## src/rtl/lsu_pkg.sv

```systemverilog
// Shared encodings, FSM states and the alignment rule for the load/store unit.
// Combinational helpers only; no latency and no backpressure.
package lsu_pkg;

  localparam logic [1:0] SZ_BYTE = 2'b00;
  localparam logic [1:0] SZ_HALF = 2'b01;
  localparam logic [1:0] SZ_WORD = 2'b10;

  typedef enum logic [2:0] {
    IDLE,
    RD,
    WAIT,
    WR,
    RESP
  } state_t;

  // Size 11 is never legal; halfwords need addr[0]=0, words need addr[1:0]=0.
  function automatic logic misaligned(input logic [1:0] size, input logic [1:0] lo);
    logic bad;
    bad = 1'b1;
    case (size)
      SZ_BYTE: bad = 1'b0;
      SZ_HALF: bad = lo[0];
      SZ_WORD: bad = (lo != 2'b00);
      default: bad = 1'b1;
    endcase
    return bad;
  endfunction

endpackage

```

## src/rtl/lsu_if.sv

```systemverilog
// Request/response handshake and word-memory bus of the load/store unit.
// The unit side uses modport slave; the execute stage and memory use master.
interface lsu_if #(
  parameter int ADDRSIZE = 5
);
  logic                req_valid;
  logic                req_ready;
  logic                req_write;
  logic [1:0]          req_size;
  logic                req_unsigned;
  logic [31:0]         req_addr;
  logic [31:0]         req_wdata;

  logic                resp_valid;
  logic                resp_err;
  logic [31:0]         resp_rdata;

  logic                mem_read;
  logic                mem_write;
  logic [ADDRSIZE-1:0] mem_addr;
  logic [31:0]         mem_wdata;
  logic [31:0]         mem_rdata;

  modport slave (
    input  req_valid, req_write, req_size, req_unsigned, req_addr, req_wdata,
    input  mem_rdata,
    output req_ready, resp_valid, resp_err, resp_rdata,
    output mem_read, mem_write, mem_addr, mem_wdata
  );

  modport master (
    output req_valid, req_write, req_size, req_unsigned, req_addr, req_wdata,
    output mem_rdata,
    input  req_ready, resp_valid, resp_err, resp_rdata,
    input  mem_read, mem_write, mem_addr, mem_wdata
  );

endinterface

```

## src/rtl/lsu_align.sv

```systemverilog
// Lane extraction with sign/zero extension for loads, lane merge for sub-word stores.
// Purely combinational: zero latency, no backpressure.
module lsu_align
  import lsu_pkg::*;
(
  input  logic [31:0] word,
  input  logic [1:0]  addr,
  input  logic [1:0]  size,
  input  logic        is_unsigned,
  input  logic [31:0] wdata,
  output logic [31:0] load_val,
  output logic [31:0] merged
);

  logic [4:0]  byte_sel;
  logic [4:0]  half_sel;
  logic [7:0]  lane_b;
  logic [15:0] lane_h;

  // Little-endian: byte 0 sits in bits [7:0].
  assign byte_sel = {addr, 3'b000};
  assign half_sel = {addr[1], 4'b0000};
  assign lane_b   = word[byte_sel +: 8];
  assign lane_h   = word[half_sel +: 16];

  always_comb begin
    load_val = word;
    case (size)
      SZ_BYTE: load_val = is_unsigned ? {24'h0, lane_b} : {{24{lane_b[7]}}, lane_b};
      SZ_HALF: load_val = is_unsigned ? {16'h0, lane_h} : {{16{lane_h[15]}}, lane_h};
      default: load_val = word;
    endcase
  end

  always_comb begin
    merged = word;
    case (size)
      SZ_BYTE: merged[byte_sel +: 8]  = wdata[7:0];
      SZ_HALF: merged[half_sel +: 16] = wdata[15:0];
      default: merged = wdata;
    endcase
  end

endmodule

```

## src/rtl/load_store_unit.sv

```systemverilog
// Sequences byte/half/word loads and stores onto a word memory, RMW for sub-word stores.
// Latency accept->resp: error 2, word store 3, load 4, sub-word store 5; req_ready low while busy.
module load_store_unit
  import lsu_pkg::*;
#(
  parameter int ADDRSIZE = 5,
  parameter int WORDSIZE = 32
) (
  input  logic clk,
  input  logic rst_n,
  lsu_if.slave bus
);

  state_t                state;
  state_t                state_n;

  logic                  write_q;
  logic [1:0]            size_q;
  logic                  uns_q;
  logic [ADDRSIZE+1:0]   addr_q;
  logic [WORDSIZE-1:0]   wdata_q;
  logic [WORDSIZE-1:0]   rdata_q;
  logic                  err_q;

  logic                  accept;
  logic                  req_bad;
  logic [WORDSIZE-1:0]   load_val;
  logic [WORDSIZE-1:0]   merged;
  logic                  unused_addr_hi;

  // Byte address bits above the memory's reach are dropped so addresses wrap.
  assign unused_addr_hi = ^bus.req_addr[31:ADDRSIZE+2];

  assign accept  = (state == IDLE) && bus.req_valid;
  assign req_bad = misaligned(bus.req_size, bus.req_addr[1:0]);

  always_ff @(posedge clk) begin
    if (!rst_n) state <= IDLE;
    else        state <= state_n;
  end

  always_comb begin
    state_n = state;
    case (state)
      IDLE: begin
        if (bus.req_valid) begin
          if (req_bad)                                       state_n = RESP;
          else if (bus.req_write && bus.req_size == SZ_WORD) state_n = WR;
          else                                               state_n = RD;
        end
      end
      RD:      state_n = WAIT;
      WAIT:    state_n = write_q ? WR : RESP;
      WR:      state_n = RESP;
      RESP:    state_n = IDLE;
      default: state_n = IDLE;
    endcase
  end

  always_ff @(posedge clk) begin
    if (!rst_n) begin
      write_q <= 1'b0;
      size_q  <= SZ_BYTE;
      uns_q   <= 1'b0;
      addr_q  <= '0;
      wdata_q <= '0;
      rdata_q <= '0;
      err_q   <= 1'b0;
    end else if (accept) begin
      write_q <= bus.req_write;
      size_q  <= bus.req_size;
      uns_q   <= bus.req_unsigned;
      addr_q  <= bus.req_addr[ADDRSIZE+1:0];
      wdata_q <= bus.req_wdata;
      rdata_q <= '0;
      err_q   <= req_bad;
    end else if (state == WAIT) begin
      // wdata_q is reused to hold the merged word for the following WR cycle.
      if (write_q) wdata_q <= merged;
      else         rdata_q <= load_val;
    end
  end

  lsu_align u_align (
    .word        (bus.mem_rdata),
    .addr        (addr_q[1:0]),
    .size        (size_q),
    .is_unsigned (uns_q),
    .wdata       (wdata_q),
    .load_val    (load_val),
    .merged      (merged)
  );

  assign bus.req_ready  = (state == IDLE);
  assign bus.resp_valid = (state == RESP);
  assign bus.resp_err   = err_q;
  assign bus.resp_rdata = rdata_q;
  assign bus.mem_read   = (state == RD);
  assign bus.mem_write  = (state == WR);
  assign bus.mem_addr   = addr_q[ADDRSIZE+1:2];
  assign bus.mem_wdata  = wdata_q;

  a_rd_wr_exclusive: assert property (@(posedge clk) disable iff (!rst_n)
    !(bus.mem_read && bus.mem_write));
  a_err_no_mem: assert property (@(posedge clk) disable iff (!rst_n)
    (state == RESP && err_q) |-> !(bus.mem_read || bus.mem_write));

endmodule
```

## src/flat_wrapper.sv

```systemverilog
// flat-port wrapper written by rule: the top's interface ports become plain ports
module load_store_unit_flat import lsu_pkg::*;
#(
  parameter int ADDRSIZE = 5,
  parameter int WORDSIZE = 32
)
  (clk, rst_n, bus_req_valid, bus_req_write, bus_req_size, bus_req_unsigned, bus_req_addr, bus_req_wdata, bus_mem_rdata, bus_req_ready, bus_resp_valid, bus_resp_err, bus_resp_rdata, bus_mem_read, bus_mem_write, bus_mem_addr, bus_mem_wdata);
  lsu_if #(.ADDRSIZE(ADDRSIZE)) bus_i ();
  input  logic clk;
  input  logic rst_n;
  input wire logic [$bits(bus_i.req_valid)-1:0] bus_req_valid;
  input wire logic [$bits(bus_i.req_write)-1:0] bus_req_write;
  input wire logic [$bits(bus_i.req_size)-1:0] bus_req_size;
  input wire logic [$bits(bus_i.req_unsigned)-1:0] bus_req_unsigned;
  input wire logic [$bits(bus_i.req_addr)-1:0] bus_req_addr;
  input wire logic [$bits(bus_i.req_wdata)-1:0] bus_req_wdata;
  input wire logic [$bits(bus_i.mem_rdata)-1:0] bus_mem_rdata;
  output wire logic [$bits(bus_i.req_ready)-1:0] bus_req_ready;
  output wire logic [$bits(bus_i.resp_valid)-1:0] bus_resp_valid;
  output wire logic [$bits(bus_i.resp_err)-1:0] bus_resp_err;
  output wire logic [$bits(bus_i.resp_rdata)-1:0] bus_resp_rdata;
  output wire logic [$bits(bus_i.mem_read)-1:0] bus_mem_read;
  output wire logic [$bits(bus_i.mem_write)-1:0] bus_mem_write;
  output wire logic [$bits(bus_i.mem_addr)-1:0] bus_mem_addr;
  output wire logic [$bits(bus_i.mem_wdata)-1:0] bus_mem_wdata;
  assign bus_i.req_valid = bus_req_valid;
  assign bus_i.req_write = bus_req_write;
  assign bus_i.req_size = bus_req_size;
  assign bus_i.req_unsigned = bus_req_unsigned;
  assign bus_i.req_addr = bus_req_addr;
  assign bus_i.req_wdata = bus_req_wdata;
  assign bus_i.mem_rdata = bus_mem_rdata;
  assign bus_req_ready = bus_i.req_ready;
  assign bus_resp_valid = bus_i.resp_valid;
  assign bus_resp_err = bus_i.resp_err;
  assign bus_resp_rdata = bus_i.resp_rdata;
  assign bus_mem_read = bus_i.mem_read;
  assign bus_mem_write = bus_i.mem_write;
  assign bus_mem_addr = bus_i.mem_addr;
  assign bus_mem_wdata = bus_i.mem_wdata;
  load_store_unit #(.ADDRSIZE(ADDRSIZE), .WORDSIZE(WORDSIZE)) u_core (.clk(clk), .rst_n(rst_n), .bus(bus_i));
endmodule
```

## config.mk

```make
export PLATFORM = sky130hd
export DESIGN_NAME = load_store_unit_flat
export DESIGN_NICKNAME = d
export VERILOG_FILES = /design/src/rtl/lsu_pkg.sv /design/src/rtl/lsu_if.sv /design/src/rtl/lsu_align.sv /design/src/rtl/load_store_unit.sv /design/src/flat_wrapper.sv
export SDC_FILE = /design/constraint.sdc
export NUM_CORES = 1
export LEC_CHECK = 0
export ABC_CLOCK_PERIOD_IN_PS = 2540
export CAP_MARGIN = 0
export CORE_MARGIN = 2
export CORE_UTILIZATION = 39
export CTS_CLUSTER_DIAMETER = 50
export DETAILED_ROUTE_END_ITERATION = 16
export GPL_TIMING_DRIVEN = 0
export MAX_ROUTING_LAYER = met4
export PLACE_DENSITY = 0.77
export SLEW_MARGIN = 5
export SYNTH_ARGS = -nofsm -noshare
export SYNTH_HDL_FRONTEND = slang
export SYNTH_SLANG_ARGS = --single-unit
```

## constraint.sdc

```tcl
create_clock -name clk -period 2.54 [get_ports clk]
set_input_delay 0.762 -clock clk [delete_from_list [all_inputs] [get_ports clk]]
set_output_delay 0.762 -clock clk [all_outputs]
set_load 0.05 [all_outputs]
```

======== After elaboration in Yosys (flattened, before gate mapping) ========
Cells that the tools add are included.
operators by class
  multiplexer cells ....................... 15
  bitwise gates (word level) .............. 2
  reductions and logical operators ........ 12
  shifts and indexed selects .............. 6
  equality and inequality tests ........... 8
  add/sub/neg operators ................... 2
operator list
  cell                                                   count
  two-way mux 32 bit                                     5
  one-hot mux 32 bit (2 select lines)                    2
  bitwise mux 32 bit                                     2
  variable shift 16 x 7 -> 32 bit, first input constant  1
  variable shift 8 x 7 -> 32 bit, first input constant   1
  variable part select 16 x 7 -> 32 bit                  1
  variable part select 32 x 6 -> 16 bit                  1
  variable part select 32 x 6 -> 8 bit                   1
  variable part select 8 x 7 -> 32 bit                   1
  negator 5 -> 7 bit                                     2
  one-hot mux 3 bit (4 select lines)                     1
  two-way mux 3 bit                                      3
  == test 3 x 2 -> 1 bit, second input constant          2
  nonzero test 2 bit                                     3
  == test 2 x 1 -> 1 bit, second input constant          2
  zero test 2 bit                                        2
  == test 3 x 1 -> 1 bit, second input constant          1
  == test 3 bit, second input constant                   1
  zero test 3 bit                                        1
  one-hot mux 1 bit (3 select lines)                     1
  AND reduction 3 bit                                    1
  nonzero test 3 bit                                     1
  == test 2 bit, second input constant                   1
  logical AND 1 bit                                      2
  other kinds (5)                                        6
storage, ports and cells
  output and inout bits ................... 74
  word-level logic and storage cells ...... 53
  register bits ........................... 79
  bits of input ports ..................... 103

======== Longest topological paths before layout ========
  depth in word-level cells ............... 7
  mapped depth ............................ 10

======== By module ========
Synthesis repeated with hierarchy kept, for this count alone.
second synthesis, totals
  cell total of the unflattened synthesis .. 601
  area, all modules ....................... 4906.0 µm²
by module, submodules not included
  module           cells an instance  sequential area each (µm²)  area an instance (µm²)  instances
  load_store_unit  346                1581.5                      3255.6                  1
  lsu_align        255                0.0                         1650.3                  1

======== Worst setup path after synthesis ========
Ideal clock, no wire load.
  path kind ............................... register to output
  start point ............................. register u_core.state[0]
  end point ............................... output bus_mem_read
  setup slack ............................. 0.094 ns
  stages on the path, launching flop included .. 3
  arrival time ............................ 1.684 ns
  path buffers ............................ 1
  cells stage by stage .................... dfxtp_1 > buf_2 > nor3b_1
on the way
  cells in the longest elaborated chain, start to end .. 1
RTL lines
  item                    line                   RTL
  start, declared         load_store_unit.sv:14  state_t state;
  start signal, assigned  load_store_unit.sv:39  else state <= state_n;
  == test 3 x 1 -> 1 bit  load_store_unit.sv:98  assign bus.mem_read = (state == RD);
  end, declared           flat_wrapper.sv:22     output wire logic [$bits(bus_i.mem_read)-1:0] bus_mem_read;
Every way passes these cells.

======== Worst setup path in the final report ========
  start point ............................. register u_core.wdata_q[7] (netlist: u_core.bus.mem_wdata[7])
  end point ............................... output bus_mem_wdata[7]
RTL lines
  item                    line                   RTL
  start, declared         load_store_unit.sv:21  logic [WORDSIZE-1:0] wdata_q;
  start signal, assigned  load_store_unit.sv:74  wdata_q <= bus.req_wdata;
  start signal, assigned  load_store_unit.sv:79  if (write_q) wdata_q <= merged;
  end, declared           flat_wrapper.sv:25     output wire logic [$bits(bus_i.mem_wdata)-1:0] bus_mem_wdata;
No word-level cell between the ends.

==> results.toml <==
[grt]
grt_usage_pct = 27.42
grt_pass1_vias = 4626
grt_pass1_wl_um = 24140
antenna_violations_before_repair = 0
globalRoute.totalOverflow = 0
grt_max_degree = 14

[worst_setup_path]
start_kind = "register"
critical_path.startpoint = "u_core.bus.mem_wdata[7]"
path_max_fanout = 6
worst_path_largest_cell_delay_ns = 0.86
timing.critical_path.max_delay_family = "buffers and inverters"
cell_with_the_biggest_individual_delay_on_the_critical_path = "sky130_fd_sc_hd__clkdlybuf4s50_1"
endpoint_kind = "output pin"
critical_path.reg2reg.startpoint = "u_core.addr_q[1]"
timing.critical_path.cells = "clkdlybuf4s50_1"
worst_path_required_time_ns = 1.78
worstSetupPathType = "register to output pin"
worst-path-buf-inv = 1
critPathArrivalTime_ns = 1.72

[logic_synthesis]
synth_area_leader = "sky130_fd_sc_hd__dfxtp_1"
synth_area_leaders = "sky130_fd_sc_hd__dfxtp_1, sky130_fd_sc_hd__a21oi_1, sky130_fd_sc_hd__nand2_1"
synth_top_area_share_pct = 36.82
synth.cell_area_mm2 = 0.004295
ys_seq_area_share_pct = 36.82
synth-main-ff-cell = "sky130_fd_sc_hd__dfxtp_1"
ys_seq_elements = 79
postSynthCellCount = 501
synth_warnings = 0
synth_edf_count = 0
yosys.cell_types.count = 48
post_syn_nets = 609
synthArstFlopShare_pct = 0
post_synth.cell_area_avg_um2 = 8.574

[route]
dr.pass1.iters = 5
drtAntennaViolNets = 0
route.detailed.wl_per_inst_um = 19.42
routed_wl_um = 15710
detailed_route_iter0_violations = 375
post_drt_via_cell_ratio = 5.894
via_count_of_the_routed_design = 4768
post-route-drc-count = 0

[pwr]
net-switching-power_uw = 1250
vdd_ir_drop_max_v = 0.0003421
p_leak_uw = 0.002267
power.internal_uw = 2486
post-layout-total-power_uw = 3737
power_per_cell_area_mw_per_mm2 = 595.0
sw_frac_of_total_pct = 33.46
share_comb_of_total_power_pct = 31.3
clockPowerShare_pct = 31.2
power.share.sequential_pct = 37.4

[timing]
timing.final.crit_share_pct = 97.78
clock.fmax_mhz = 402.6
setup_total_negative_slack_ns = 0
finalCriticalPeriod_ns = 2.484
report.final.setup_viol = 0
final-max-slew-violation-count = 0
finalHoldViolations = 0
postLayoutSetupSlackWorst_ns = 0.05627
rsz0062_at_grt = "false"
timing.slew.headroom_pct = 49.98
tightestPinTransition_ns = 0.7483
skew_ns = 0.008361

[placed_design]
buffer_ports.inserted = 150
dp_slack_ns = -0.4699
dp_cells = 791
dp_hpwl_um = 12100
globalplace.congestion = 0.9272

[floorplan]
floorplan.core_area_mm2 = 0.01079
num_rows = 38
boundaryPins = 177
die_footprint_mm2 = 0.01187
die_width_um = 108.9
start_util_pct = 39.80
chip_height_um = 108.9

[hold_path]
min_from = "u_core.addr_q[4]"
hold_class = "register to register"

[run]
drv.max_cap_violation_count = 0

[cells_and_area]
layout-drive-gt1-share_pct = 10.01
layout-area-overhead-vs-synth_pct = 46.20
flip_flop_and_latch_area_mm2 = 0.001583
fillers = 986
multiInputGateArea_mm2 = 0.002487
stdcell_count = 809
final_net_count = 773
antenna_cells_inserted = 0
final_common_cell = "sky130_fd_sc_hd__clkdlybuf4s50_1"
final_cell_mix = "sky130_fd_sc_hd__clkdlybuf4s50_1, sky130_fd_sc_hd__dfxtp_1, sky130_fd_sc_hd__nand2_1"

[clocking]
cts.reportedPaths.clkPinSlew_ns = 0.08
cts_root_buf = "sky130_fd_sc_hd__clkbuf_8"
longest_clk_path_bufs = 2
cts_inserted_buffers = 9
tritoncts = "built"
cts-htree-levels = 3
clk-insertion-delay-late_ns = 0.36
cts_num_sinks = 79

[status]
run_status = "completed"
[per-layer routing]
layer	routed length, um	GRT usage, %	share of wire, %	up-vias
met3	1398	5.918	8.9	40
met2	7084	41.84	45	281
met5	0	-	0	-
li1	-	-	-	2203
met4	641	12.18	4.1	0
met1	6588	34.86	42	2244
[synth_stat cells (2+ instances only)]
cell type and instances:
sky130_fd_sc_hd__nand2_1 62, sky130_fd_sc_hd__a22oi_1 16, sky130_fd_sc_hd__a221oi_1 17, sky130_fd_sc_hd__nand3b_1 10, sky130_fd_sc_hd__nor2b_1 4, sky130_fd_sc_hd__mux2_2 4, sky130_fd_sc_hd__nor3b_1 2, sky130_fd_sc_hd__inv_1 4
sky130_fd_sc_hd__a211oi_1 2, sky130_fd_sc_hd__nand2b_1 9, sky130_fd_sc_hd__mux4_2 7, sky130_fd_sc_hd__buf_2 10, sky130_fd_sc_hd__a21o_1 8, sky130_fd_sc_hd__clkbuf_1 34, sky130_fd_sc_hd__o22ai_1 9, sky130_fd_sc_hd__mux2i_1 15
sky130_fd_sc_hd__or2_2 3, sky130_fd_sc_hd__dfxtp_1 79, sky130_fd_sc_hd__and2_1 2, sky130_fd_sc_hd__nor4b_2 2, sky130_fd_sc_hd__o221ai_1 8, sky130_fd_sc_hd__nor3_1 4, sky130_fd_sc_hd__buf_1 4, sky130_fd_sc_hd__o31ai_1 8
sky130_fd_sc_hd__nand3_1 4, sky130_fd_sc_hd__a31oi_1 11, sky130_fd_sc_hd__buf_4 7, sky130_fd_sc_hd__nor4bb_1 2, sky130_fd_sc_hd__nor2_1 13, sky130_fd_sc_hd__o211ai_1 9, sky130_fd_sc_hd__o21ai_0 37, sky130_fd_sc_hd__a21oi_1 49
sky130_fd_sc_hd__ha_1 5, sky130_fd_sc_hd__a211o_1 8, sky130_fd_sc_hd__a22o_1 9, sky130_fd_sc_hd__a21boi_0 12
[stage by stage]
step	utilization [%]	hold slack, ns	area (um2)
2_1_floorplan	-	0.4439	4295
3_3_place_gp	55.33	0.4524	5972
3_5_place_dp	55.33	0.4665	5972
4_1_cts	57.87	0.4801	6246
5_1_grt	58.18	0.4974	6280
6_report	58.18	0.4749	6280
[flip-flops by register name, summed over array words and instances (netlist names)]
| name | flops |
|---|---|
| u_core.bus.resp_rdata | 32 |
| u_core.state | 3 |
| u_core.uns_q | 1 |
| u_core.addr_q | 7 |
| u_core.bus.mem_wdata | 32 |
| u_core.bus.resp_err | 1 |
| u_core.size_q | 2 |
| u_core.write_q | 1 |
[logic make-up (layout without fill, tap and decap cells)]
family | Yosys count | after routing | share of synthesized area (%)
buffers and inverters | 59 | 227 | 6.059
DFF | 79 | 79 | 36.82
and+or+nand+nor | 124 | 124 | 15.06
AOI/OAI and AO/OA | 208 | 208 | 32.39
muxes | 26 | 26 | 8.214
adders and majority gates | 5 | 5 | 1.456
[power by group through the flow]
stage | combinational, uW | sequential, uW | clock, uW
2_1_floorplan | 481 | 1630 | 0
3_3_place_gp | 1130 | 1420 | 0
6_report | 1170 | 1400 | 1170
4_1_cts | 1160 | 1400 | 1170
5_1_grt | 1250 | 1410 | 1220
3_5_place_dp | 1140 | 1420 | 0
[final timing paths]
kind	to	slack, ns	cells after the start
setup reg to reg	u_core.bus.mem_wdata[20]	0.18	7
hold / removal	u_core.addr_q[4]	0.47	2
setup / recovery	bus_mem_wdata[7]	0.06	1
hold reg to reg	u_core.addr_q[4]	0.47	2
[cell type report]
cell class	count	share of cell area, %
Multi-Input combinational cell	363	39.61
Tap cell	140	2.789
Buffer	54	4.045
Timing Repair Buffer	153	24.07
Timing Repair inverter	1	0.07970
Clock buffer	12	2.471
Sequential cell	79	25.20
Clock inverter	3	1.435
Inverter	4	0.2989
[timing repair]
item                                   4_1_cts  5_1_grt
endpoints found under the hold margin        0        0
gates cloned                                 0        1
setup endpoints to repair                   37       35
hold buffers                                 0        0
setup buffers                                0        3
gates resized for setup                     12       14
Power figures use the tool's default switching activity.
